--- config.mk ---
export PLATFORM = sky130hd
export DESIGN_NAME = nibble_select_pipe
export DESIGN_NICKNAME = d
export VERILOG_FILES = /design/src/rtl/nibble_sel_pkg.sv /design/src/rtl/nibble_fifo.sv /design/src/rtl/nibble_select_pipe.sv
export SDC_FILE = /design/constraint.sdc
export NUM_CORES = 1
export LEC_CHECK = 0
export ABC_AREA = 1
export BUFFER_PORTS_ARGS = -buffer_cell sky130_fd_sc_hd__buf_2
export CORE_MARGIN = 5
export CORE_UTILIZATION = 55
export CTS_BUF_LIST = sky130_fd_sc_hd__clkbuf_16
export CTS_CLUSTER_DIAMETER = 40
export DETAILED_ROUTE_END_ITERATION = 16
export PLACE_DENSITY_LB_ADDON = 0.3
export RECOVER_POWER = 50
export SYNTH_ARGS = -nofsm -noshare
export SYNTH_HDL_FRONTEND = slang
export SYNTH_SLANG_ARGS = --single-unit
--- constraint.sdc ---
create_clock -name CLK -period 3.2 [get_ports CLK]
set_input_delay 0.64 -clock CLK [delete_from_list [all_inputs] [get_ports CLK]]
set_output_delay 0.64 -clock CLK [all_outputs]
set_load 0.02 [all_outputs]
--- src/rtl/nibble_sel_pkg.sv ---
`default_nettype none
// ============================================================================
//  Module      : nibble_sel_pkg
//  Description : Shared definitions for the nibble select pipeline. Holds the
//                per-lane mode encodings and the nibble extraction helpers
//                used by the lane-select logic.
//  Revision    : 1.0  initial release
// ============================================================================
package nibble_sel_pkg;

    // Per-lane mode encodings
    localparam logic [1:0] MODE_A    = 2'b00;
    localparam logic [1:0] MODE_B    = 2'b01;
    localparam logic [1:0] MODE_XOR  = 2'b10;
    localparam logic [1:0] MODE_ZERO = 2'b11;

    // A package function cannot see module parameters, so the helpers work
    // on fixed maximum widths. Callers zero-extend operands and truncate
    // results to their own DATA_W / NIB_W.
    localparam int unsigned PICK_MAX_DATA_W = 256;
    localparam int unsigned PICK_MAX_NIB_W  = 64;

    // Returns nibble 'idx' of 'data', with nibbles nib_w bits wide.
    // Only the low nib_w bits of the result are meaningful.
    function automatic logic [PICK_MAX_NIB_W-1:0] nib_pick(
        input logic [PICK_MAX_DATA_W-1:0] data,
        input int unsigned                idx,
        input int unsigned                nib_w
    );
        logic [PICK_MAX_DATA_W-1:0] shifted;
        shifted = data >> (idx * nib_w);
        return shifted[PICK_MAX_NIB_W-1:0];
    endfunction

    // Combines the two picked nibbles according to the lane mode.
    function automatic logic [PICK_MAX_NIB_W-1:0] lane_op(
        input logic [1:0]                mode,
        input logic [PICK_MAX_NIB_W-1:0] a,
        input logic [PICK_MAX_NIB_W-1:0] b
    );
        logic [PICK_MAX_NIB_W-1:0] res;
        case (mode)
            MODE_A:   res = a;
            MODE_B:   res = b;
            MODE_XOR: res = a ^ b;
            default:  res = '0;
        endcase
        return res;
    endfunction

endpackage
`default_nettype wire

--- src/rtl/nibble_fifo.sv ---
`default_nettype none
// ============================================================================
//  Module      : nibble_fifo
//  Description : DEPTH-entry synchronous FIFO with valid/ready on both sides.
//                Write side is ready whenever the FIFO is not full,
//                independent of the read side. Head data is forced to zero
//                while empty so the output is never undefined even though the
//                storage itself is not reset.
//  Revision    : 1.0  initial release
//
//  Ports:
//    clk       in   clock, rising edge
//    rst       in   synchronous active-high reset
//    wr_valid  in   write request
//    wr_ready  out  FIFO not full
//    wr_data   in   WIDTH  write data
//    rd_valid  out  FIFO not empty
//    rd_ready  in   consumer takes head
//    rd_data   out  WIDTH  head entry, zero when empty
//    level     out  PTR_W+1  occupancy
// ============================================================================
module nibble_fifo #(
    parameter  int WIDTH = 16,
    parameter  int DEPTH = 2,
    localparam int PTR_W = $clog2(DEPTH)
) (
    input  logic             clk,
    input  logic             rst,
    input  logic             wr_valid,
    output logic             wr_ready,
    input  logic [WIDTH-1:0] wr_data,
    output logic             rd_valid,
    input  logic             rd_ready,
    output logic [WIDTH-1:0] rd_data,
    output logic [PTR_W:0]   level
);

    localparam logic [PTR_W:0] FULL_LEVEL = (PTR_W + 1)'(DEPTH);

    logic [WIDTH-1:0] mem [DEPTH];
    logic [PTR_W-1:0] wr_ptr;
    logic [PTR_W-1:0] rd_ptr;
    logic             push;
    logic             pop;

    assign wr_ready = (level != FULL_LEVEL);
    assign rd_valid = (level != '0);
    assign push     = wr_valid & wr_ready;
    assign pop      = rd_valid & rd_ready;

    // Storage carries no reset; the empty gating on rd_data hides its contents.
    always_ff @(posedge clk) begin
        if (push && !rst) begin
            mem[wr_ptr] <= wr_data;
        end
    end

    // DEPTH is a power of two, so pointer wrap is the natural overflow.
    always_ff @(posedge clk) begin
        if (rst) begin
            wr_ptr <= '0;
            rd_ptr <= '0;
            level  <= '0;
        end else begin
            if (push) begin
                wr_ptr <= wr_ptr + PTR_W'(1);
            end
            if (pop) begin
                rd_ptr <= rd_ptr + PTR_W'(1);
            end
            case ({push, pop})
                2'b10:   level <= level + (PTR_W + 1)'(1);
                2'b01:   level <= level - (PTR_W + 1)'(1);
                default: level <= level;
            endcase
        end
    end

    assign rd_data = rd_valid ? mem[rd_ptr] : '0;

endmodule
`default_nettype wire

--- src/rtl/nibble_select_pipe.sv ---
`default_nettype none
// ============================================================================
//  Module      : nibble_select_pipe
//  Description : Per-lane nibble selector feeding an output FIFO. Each lane
//                picks a nibble from DATA_A, DATA_B, their XOR, or zero; the
//                packed lane results are captured into the FIFO on every
//                accepted request. XFER_CNT counts accepted requests.
//  Revision    : 1.0  initial release
//
//  Ports:
//    CLK         in   clock, rising edge
//    RESET       in   synchronous active-high reset
//    IN_VALID    in   request valid
//    IN_READY    out  request can be accepted (FIFO not full)
//    DATA_A      in   DATA_W  source A
//    DATA_B      in   DATA_W  source B
//    SEL_A       in   LANES*IDX_W  lane i index into A at [i*IDX_W +: IDX_W]
//    SEL_B       in   LANES*IDX_W  lane i index into B
//    MODE        in   LANES*2  lane i mode at [i*2 +: 2]
//    OUT_VALID   out  FIFO head valid
//    OUT_READY   in   consumer accepts head
//    NIBBLE_OUT  out  LANES*NIB_W  head entry, zero when empty
//    LEVEL       out  PTR_W+1  FIFO occupancy
//    XFER_CNT    out  CNT_W  accepted-request counter, wraps
// ============================================================================
module nibble_select_pipe
    import nibble_sel_pkg::*;
#(
    parameter  int DATA_W = 32,
    parameter  int NIB_W  = 4,
    parameter  int LANES  = 4,
    parameter  int DEPTH  = 2,
    parameter  int CNT_W  = 16,
    localparam int NNIB   = DATA_W / NIB_W,
    localparam int IDX_W  = $clog2(NNIB),
    localparam int PTR_W  = $clog2(DEPTH)
) (
    input  logic                   CLK,
    input  logic                   RESET,
    input  logic                   IN_VALID,
    output logic                   IN_READY,
    input  logic [DATA_W-1:0]      DATA_A,
    input  logic [DATA_W-1:0]      DATA_B,
    input  logic [LANES*IDX_W-1:0] SEL_A,
    input  logic [LANES*IDX_W-1:0] SEL_B,
    input  logic [LANES*2-1:0]     MODE,
    output logic                   OUT_VALID,
    input  logic                   OUT_READY,
    output logic [LANES*NIB_W-1:0] NIBBLE_OUT,
    output logic [PTR_W:0]         LEVEL,
    output logic [CNT_W-1:0]       XFER_CNT
);

    logic [LANES*NIB_W-1:0] lane_word;
    logic                   push;

    // Lane select: purely combinational, only captured on push.
    for (genvar i = 0; i < LANES; i++) begin : g_lane
        logic [IDX_W-1:0] idx_a;
        logic [IDX_W-1:0] idx_b;
        logic [NIB_W-1:0] nib_a;
        logic [NIB_W-1:0] nib_b;

        assign idx_a = SEL_A[i*IDX_W +: IDX_W];
        assign idx_b = SEL_B[i*IDX_W +: IDX_W];

        assign nib_a = NIB_W'(nib_pick(PICK_MAX_DATA_W'(DATA_A), 32'(idx_a), NIB_W));
        assign nib_b = NIB_W'(nib_pick(PICK_MAX_DATA_W'(DATA_B), 32'(idx_b), NIB_W));

        assign lane_word[i*NIB_W +: NIB_W] =
            NIB_W'(lane_op(MODE[i*2 +: 2],
                           PICK_MAX_NIB_W'(nib_a),
                           PICK_MAX_NIB_W'(nib_b)));
    end

    nibble_fifo #(
        .WIDTH (LANES * NIB_W),
        .DEPTH (DEPTH)
    ) u_fifo (
        .clk      (CLK),
        .rst      (RESET),
        .wr_valid (IN_VALID),
        .wr_ready (IN_READY),
        .wr_data  (lane_word),
        .rd_valid (OUT_VALID),
        .rd_ready (OUT_READY),
        .rd_data  (NIBBLE_OUT),
        .level    (LEVEL)
    );

    assign push = IN_VALID & IN_READY;

    always_ff @(posedge CLK) begin
        if (RESET) begin
            XFER_CNT <= '0;
        end else if (push) begin
            XFER_CNT <= XFER_CNT + CNT_W'(1);
        end
    end

endmodule
`default_nettype wire

[Word-level counts from Yosys, hierarchy flattened]
Memories as Yosys holds them, arrays and structs flattened. A register that Yosys moved wholly into a read port is not among the register bits.
Cells that the tools add are included.
Cells by class
  add/sub/neg operators: 5
  $mul: 0
  divide/modulo/power cells: 0
  magnitude comparators: 0
  equal/unequal tests: 11
  shifts and indexed selects: 8
  mux-type cells: 10
  bitwise operators: 6
  reduce and logical (&&, ||, !) cells: 8
Operators by type and width (count)
  $shr A32 B5 Y4: 8
  $pmux W4 S3: 4
  $add A16 B1 Y16 const B: 1
  $mux W16: 1
  $xor A4 B4 Y4: 4
  $eq A2 B1 Y1 const B: 5
  $eq A2 B2 Y1 const B: 5
  $logic_not A2 Y1: 4
  $mux W1: 4
  $pmux W2 S2: 1
  $reduce_bool A2 Y1: 2
  $add A1 B1 Y1 const B: 2
  $add A2 B1 Y2 const B: 1
  $and A1 B1 Y1: 2
  $ne A2 B2 Y1 const B: 1
  $sub A2 B1 Y2 const B: 1
  $logic_and A1 B1 Y1: 1
  $logic_not A1 Y1: 1
Word-level totals
  flip-flop bits (word level): 20
  latch bits: 0
  RAM bits: 32
  memory bits (read-only): 0
  input bits: 100
  output and inout port bits: 36
  logic and storage cells: 53
  memories: 1
Memory list
  u_fifo.mem: depth 2, bits a word 16, read ports 1, clocked after memory_dff 1, wr ports 1, RTL line nibble_fifo.sv:40  | logic [WIDTH-1:0] mem [DEPTH];

[Depth between registers and ports, before layout]
  depth after elaboration: 5
  depth in mapped cells: 11

[Modules after synthesis]
A second synthesis with hierarchy kept.
Second synthesis, totals
  cells, all modules: 889
  area, all modules: 5171.2 sq um
Modules (own cells, without submodules)
  nibble_select_pipe: times used 1, cells each 766, area each 3707.3 sq um, seq. area each 320.3 sq um
  nibble_fifo: times used 1, cells each 123, area each 1463.9 sq um, seq. area each 1061.0 sq um

[Worst setup path before layout]
OpenSTA, ideal clock, no wires.
  path type: input to register
  from: in RESET
  to: mem u_fifo.mem[1][0], enable pin
  data arrival time: 2018 ps
  setup slack: 773 ps
  stages on the path: 2
  path buffers: 1
  cells stage by stage: clkbuf_1 nor3_1
Between the ends
  cells in the longest elaborated chain, start to end: 4
RTL lines
  start, declared: RTL line nibble_select_pipe.sv:39  | input logic RESET,
  $logic_not A1 Y1: RTL line nibble_fifo.sv:53  | if (push && !rst) begin
  $logic_and A1 B1 Y1: RTL line nibble_fifo.sv:53
  $mux W1: RTL line nibble_fifo.sv:53
  $mux W1 (implied by the code): RTL line nibble_fifo.sv:54  | mem[wr_ptr] <= wr_data;
  end, declared: RTL line nibble_fifo.sv:40
No other way between the ends.

[Worst setup path after layout]
  from: reg u_fifo.level[0]
  to: mem u_fifo.mem[0][13], enable pin
Between the ends
  cells in the longest elaborated chain, start to end: 5
RTL lines
  start, declared: RTL line nibble_fifo.sv:35  | output logic [PTR_W:0] level
  start signal, assigned: RTL line nibble_fifo.sv:72  | 2'b10: level <= level + (PTR_W + 1)'(1);
  start signal, assigned: RTL line nibble_fifo.sv:73  | 2'b01: level <= level - (PTR_W + 1)'(1);
  start signal, assigned: RTL line nibble_fifo.sv:74  | default: level <= level;
  $ne A2 B2 Y1: RTL line nibble_fifo.sv:46  | assign wr_ready = (level != FULL_LEVEL);
  $and A1 B1 Y1: RTL line nibble_fifo.sv:48  | assign push = wr_valid & wr_ready;
  $logic_and A1 B1 Y1: RTL line nibble_fifo.sv:53
  $mux W1: RTL line nibble_fifo.sv:53
  $mux W1 (implied by the code): RTL line nibble_fifo.sv:54
No other way between the ends.

==> metrics.md <==
| Metric | Value |
|---|---|
| Setup Fix Bufs, Post-CTS | 0 |
| Crit path DAT | 2290 ps |
| Synthesized cell area | 5170 µm² |
| PD cells | 400 nW/µm² |
| Max Cap Viol | 0 |
| Clock Skew | 7.55 ps |
| Worst slew margin | 0.390 |
| Final period util | 0.745 |
| Iteration-0 DRC Markers | 684 |
| Critical R2R Capture | u_fifo.mem[0][13]$_DFFE_PP_ |
| Mapped Cells | 883 |
| Hold path cells | 1 |
| Clk buf depth | 2 |
| RSZ-0062 raised after global routing | no |
| Total gr overflow | 0 |
| Sequential-to-total area share from yosys stat | 0.267 |
| HP Start | u_fifo.rd_ptr$_SDFFE_PP0P_ |
| ANT cells | 0 |
| Post-Place Worst Slack | 1210 ps |
| Met2 Track Usage GR | 0.478 |
| Die area | 11,400 µm² |
| Avg Inst Size Synth | 5.86 µm² |
| CP Data Required Time | 3110 ps |
| Crit path kind | reg2reg |
| Seq pwr share | 0.353 |
| Largest net degree at the start of global routing | 18 |
| Post-synth EDFFs | 32 |
| DRC viols | 0 |
| DRT Pass-1 Iters | 6 |
| Final Wtd Congestion | 0.971 |
| DRT antenna net count | 0 |
| Synth Area in XOR/XNOR | 0.00508 |
| Synth Area in Adders | 0.00484 |
| Area after DPL | 5710 µm² |
| Synth area leaders | nand2_1 (26%), nand3_1 (22%), edfxtp_1 (19%), dfxtp_1 (8.1%), inv_1 (4.9%) |
| Dominant cell by count in the synthesized netlist | nand2_1 |
| Worst Setup End Kind | flop |
| # resized after CTS | 0 |
| Least-Margin Pin Slew | 915 ps |
| Grt met3 use | 0.0415 |
| Final Hold Viols | 0 |
| Final-report setup violation count | 0 |
| Mux cell area share after synthesis | 0 |
| Fin util | 0.632 |
| Initial antenna violation count | 1 |
| Vias | 6,187 |
| Yosys reg bits | 53 |
| GRT busiest layer | met2 |
| Startpoint Class | flop |
| Worst ir drop on vdd | 0.235 mV |
| Synth unique cells | 31 |
| Clock power share | 0.249 |
| I/O pins | 136 |
| R2R Path Start | u_fifo.level[0]$_SDFFE_PP0P_ |
| Drt total wl | 16,700 µm |
| Minimum clock period | 2380 ps |
| FF-to-FF setup slack | 820 ps |
| Internal | 1.44 mW |
| Post-synth top cells | nand2_1 (364), nand3_1 (231), inv_1 (67) |
| Synth Area in Compound Gates | 0.0433 |
| Clock sink count | 53 |
| CTS tree | built |
| Clk slew on worst S/H paths | 70 ps |
| Outcome | completed |
| Starting density of the core | 0.562 |
| Setup tns final | 0 ps |
| Core area | 9200 µm² |
| Top cell type's share of synthesized area | 0.264 |
| Fraction of layout instances using a drive strength above 1 | 0.139 |
| Hold EP | u_fifo.rd_ptr$_SDFFE_PP0P_ |
| M1 GR Usage | 0.385 |
| Layout Nets | 1,092 |
| Sw Pwr | 885 µW |
| Leak pwr | 2.94 nW |
| First-pass GRT wire length | 27,100 µm |
| Skew-Pair Late Insertion Delay | 290 ps |
| WL/cell | 15.1 µm |
| Post-placement cell count | 1,094 |
| Mapped Nets | 985 |
| Die W | 107 µm |
| Predominant post-synthesis flop cell | edfxtp_1 |
| Share of flip-flops with an asynchronous set or reset | 0 |
| Die span in y | 107 µm |
| Worst Hold Class | reg2reg |
| Area growth, synth to finish | 12.3% |
| Layout Cells excl Fill | 1,102 |
| Simple-gate portion of the synthesized area | 0.559 |
| Post-layout worst setup margin | 816 ps |
| R2R cell count | 7 |
| Vias per cell | 5.61 |
| Crit Path Max Fanout | 16 |
| Yosys warns | 0 |
| Comb power frac | 0.398 |
| Vias in the first global route | 5,682 |
| Hold-fix buffers, CTS | 0 |
| IO Port Bufs | 135 |
| Inserted Clock Buffers | 5 |
| DP HPWL | 12,700 µm |
| Highest clock rate | 0.420 GHz |
| Final Cell Area | 5810 µm² |
| Dominant cell type by area after synthesis | nand2_1 |
| Number of H-tree levels | 2 |
| Clk Tree Root Cell | clkbuf_16 |
| Total track usage | 0.291 |
| Largest family of logic cells by synthesized area | simple AND/OR/NAND/NOR gates |
| Rows | 35 |
| Final Slew Violations | 0 |
| Switch share | 0.381 |
-- layer usage --
layer | up-vias | wire (µm)
li1 | 3095 | -
met1 | 2683 | 6560
met2 | 356 | 7730
met3 | 51 | 1820
met4 | 2 | 547
met5 | - | 7
-- worst max-delay path by stage --
stage          cells past startpoint  slack [ps]                           to                         start
2_1_floorplan                      2         770   u_fifo.mem[1][0]$_DFFE_PP_                         RESET
3_5_place_dp                       8        1210  u_fifo.mem[0][10]$_DFFE_PP_                      SEL_A[6]
4_1_cts                            5         950                NIBBLE_OUT[5]                          flop
3_3_place_gp                       8        1240  u_fifo.mem[1][10]$_DFFE_PP_                      SEL_A[6]
6_report                           7         820  u_fifo.mem[0][13]$_DFFE_PP_  u_fifo.level[0]$_SDFFE_PP0P_
5_1_grt                            7         610  u_fifo.mem[0][13]$_DFFE_PP_  u_fifo.level[0]$_SDFFE_PP0P_
-- final cells by class --
| type | count | area, µm² |
|---|---|---|
| inverters | 77 | 315 |
| repair buffers | 138 | 668 |
| clock inverters | 3 | 37.5 |
| fillers | 971 | 3390 |
| well taps | 111 | 139 |
| flip-flops and latches | 53 | 1380 |
| clock buffers | 5 | 125 |
| multi-input cells | 715 | 3140 |
-- worst max-delay path, stage by stage, from the launching register on --
cell	delay (ps)
dfxtp_1	400
inv_1	90
nand2_1	70
nand2_1	200
clkinvlp_2	330
nand2_1	110
nor2_1	100
clkbuf_1	700
-- cell usage in the layout, fill, tap and decap left out --
cell        synthesis  final
a21oi_1            33     33
nor3_1              7      8
inv_4               6      6
and3_1              2      2
nand3_2             2      2
edfxtp_1           32     32
clkbuf_1            5     20
xor2_1              1      1
buf_4               4      1
xnor2_1             2      2
or2_1              13     13
dfxtp_1            21     21
clkbuf_16           0      5
inv_1              67     69
nand4_1             5      5
clkinvlp_2          0      1
bufinv_16           0      1
o21a_1              1      1
nor2_1             34     34
a31oi_1             1      1
buf_2              12    117
nor2_2              3      3
clkinv_1            0      1
nand2_1           364    368
ha_1                2      2
nand3_1           231    231
o21ai_0             9      9
inv_6               2      2
-- through the flow --
| stage | hold WS, ps | total power [mW] |
|---|---|---|
| floorplan | 425 | 1.47 |
| global placement | 437 | 1.75 |
| detailed placement | 452 | 1.76 |
| CTS | 461 | 2.34 |
| global route | 481 | 2.48 |
| finish | 462 | 2.33 |
-- logic make-up (layout without fill, tap and decap cells) --
logic type,count (synthesis),after routing
compound gates,44,44
xor+xnor,3,3
fa+ha+maj,2,2
buf+inv,115,223
flops,53,53
simple gates,666,666
-- power groups by stage --
stage          registers, mW  clock network [mW]  logic, mW
2_1_floorplan          0.846                   0      0.624
3_3_place_gp           0.833                   0      0.913
3_5_place_dp           0.835                   0      0.923
4_1_cts                0.820               0.592      0.929
5_1_grt                0.826               0.623       1.03
6_report               0.820               0.580      0.926
-- registers in the layout, summed over array words and instances (netlist names), named ones only --
name,flops
u_fifo.mem,32
XFER_CNT,16
u_fifo.level,2
u_fifo.rd_ptr,1
u_fifo.wr_ptr,1
Power figures use the tool's default switching activity.
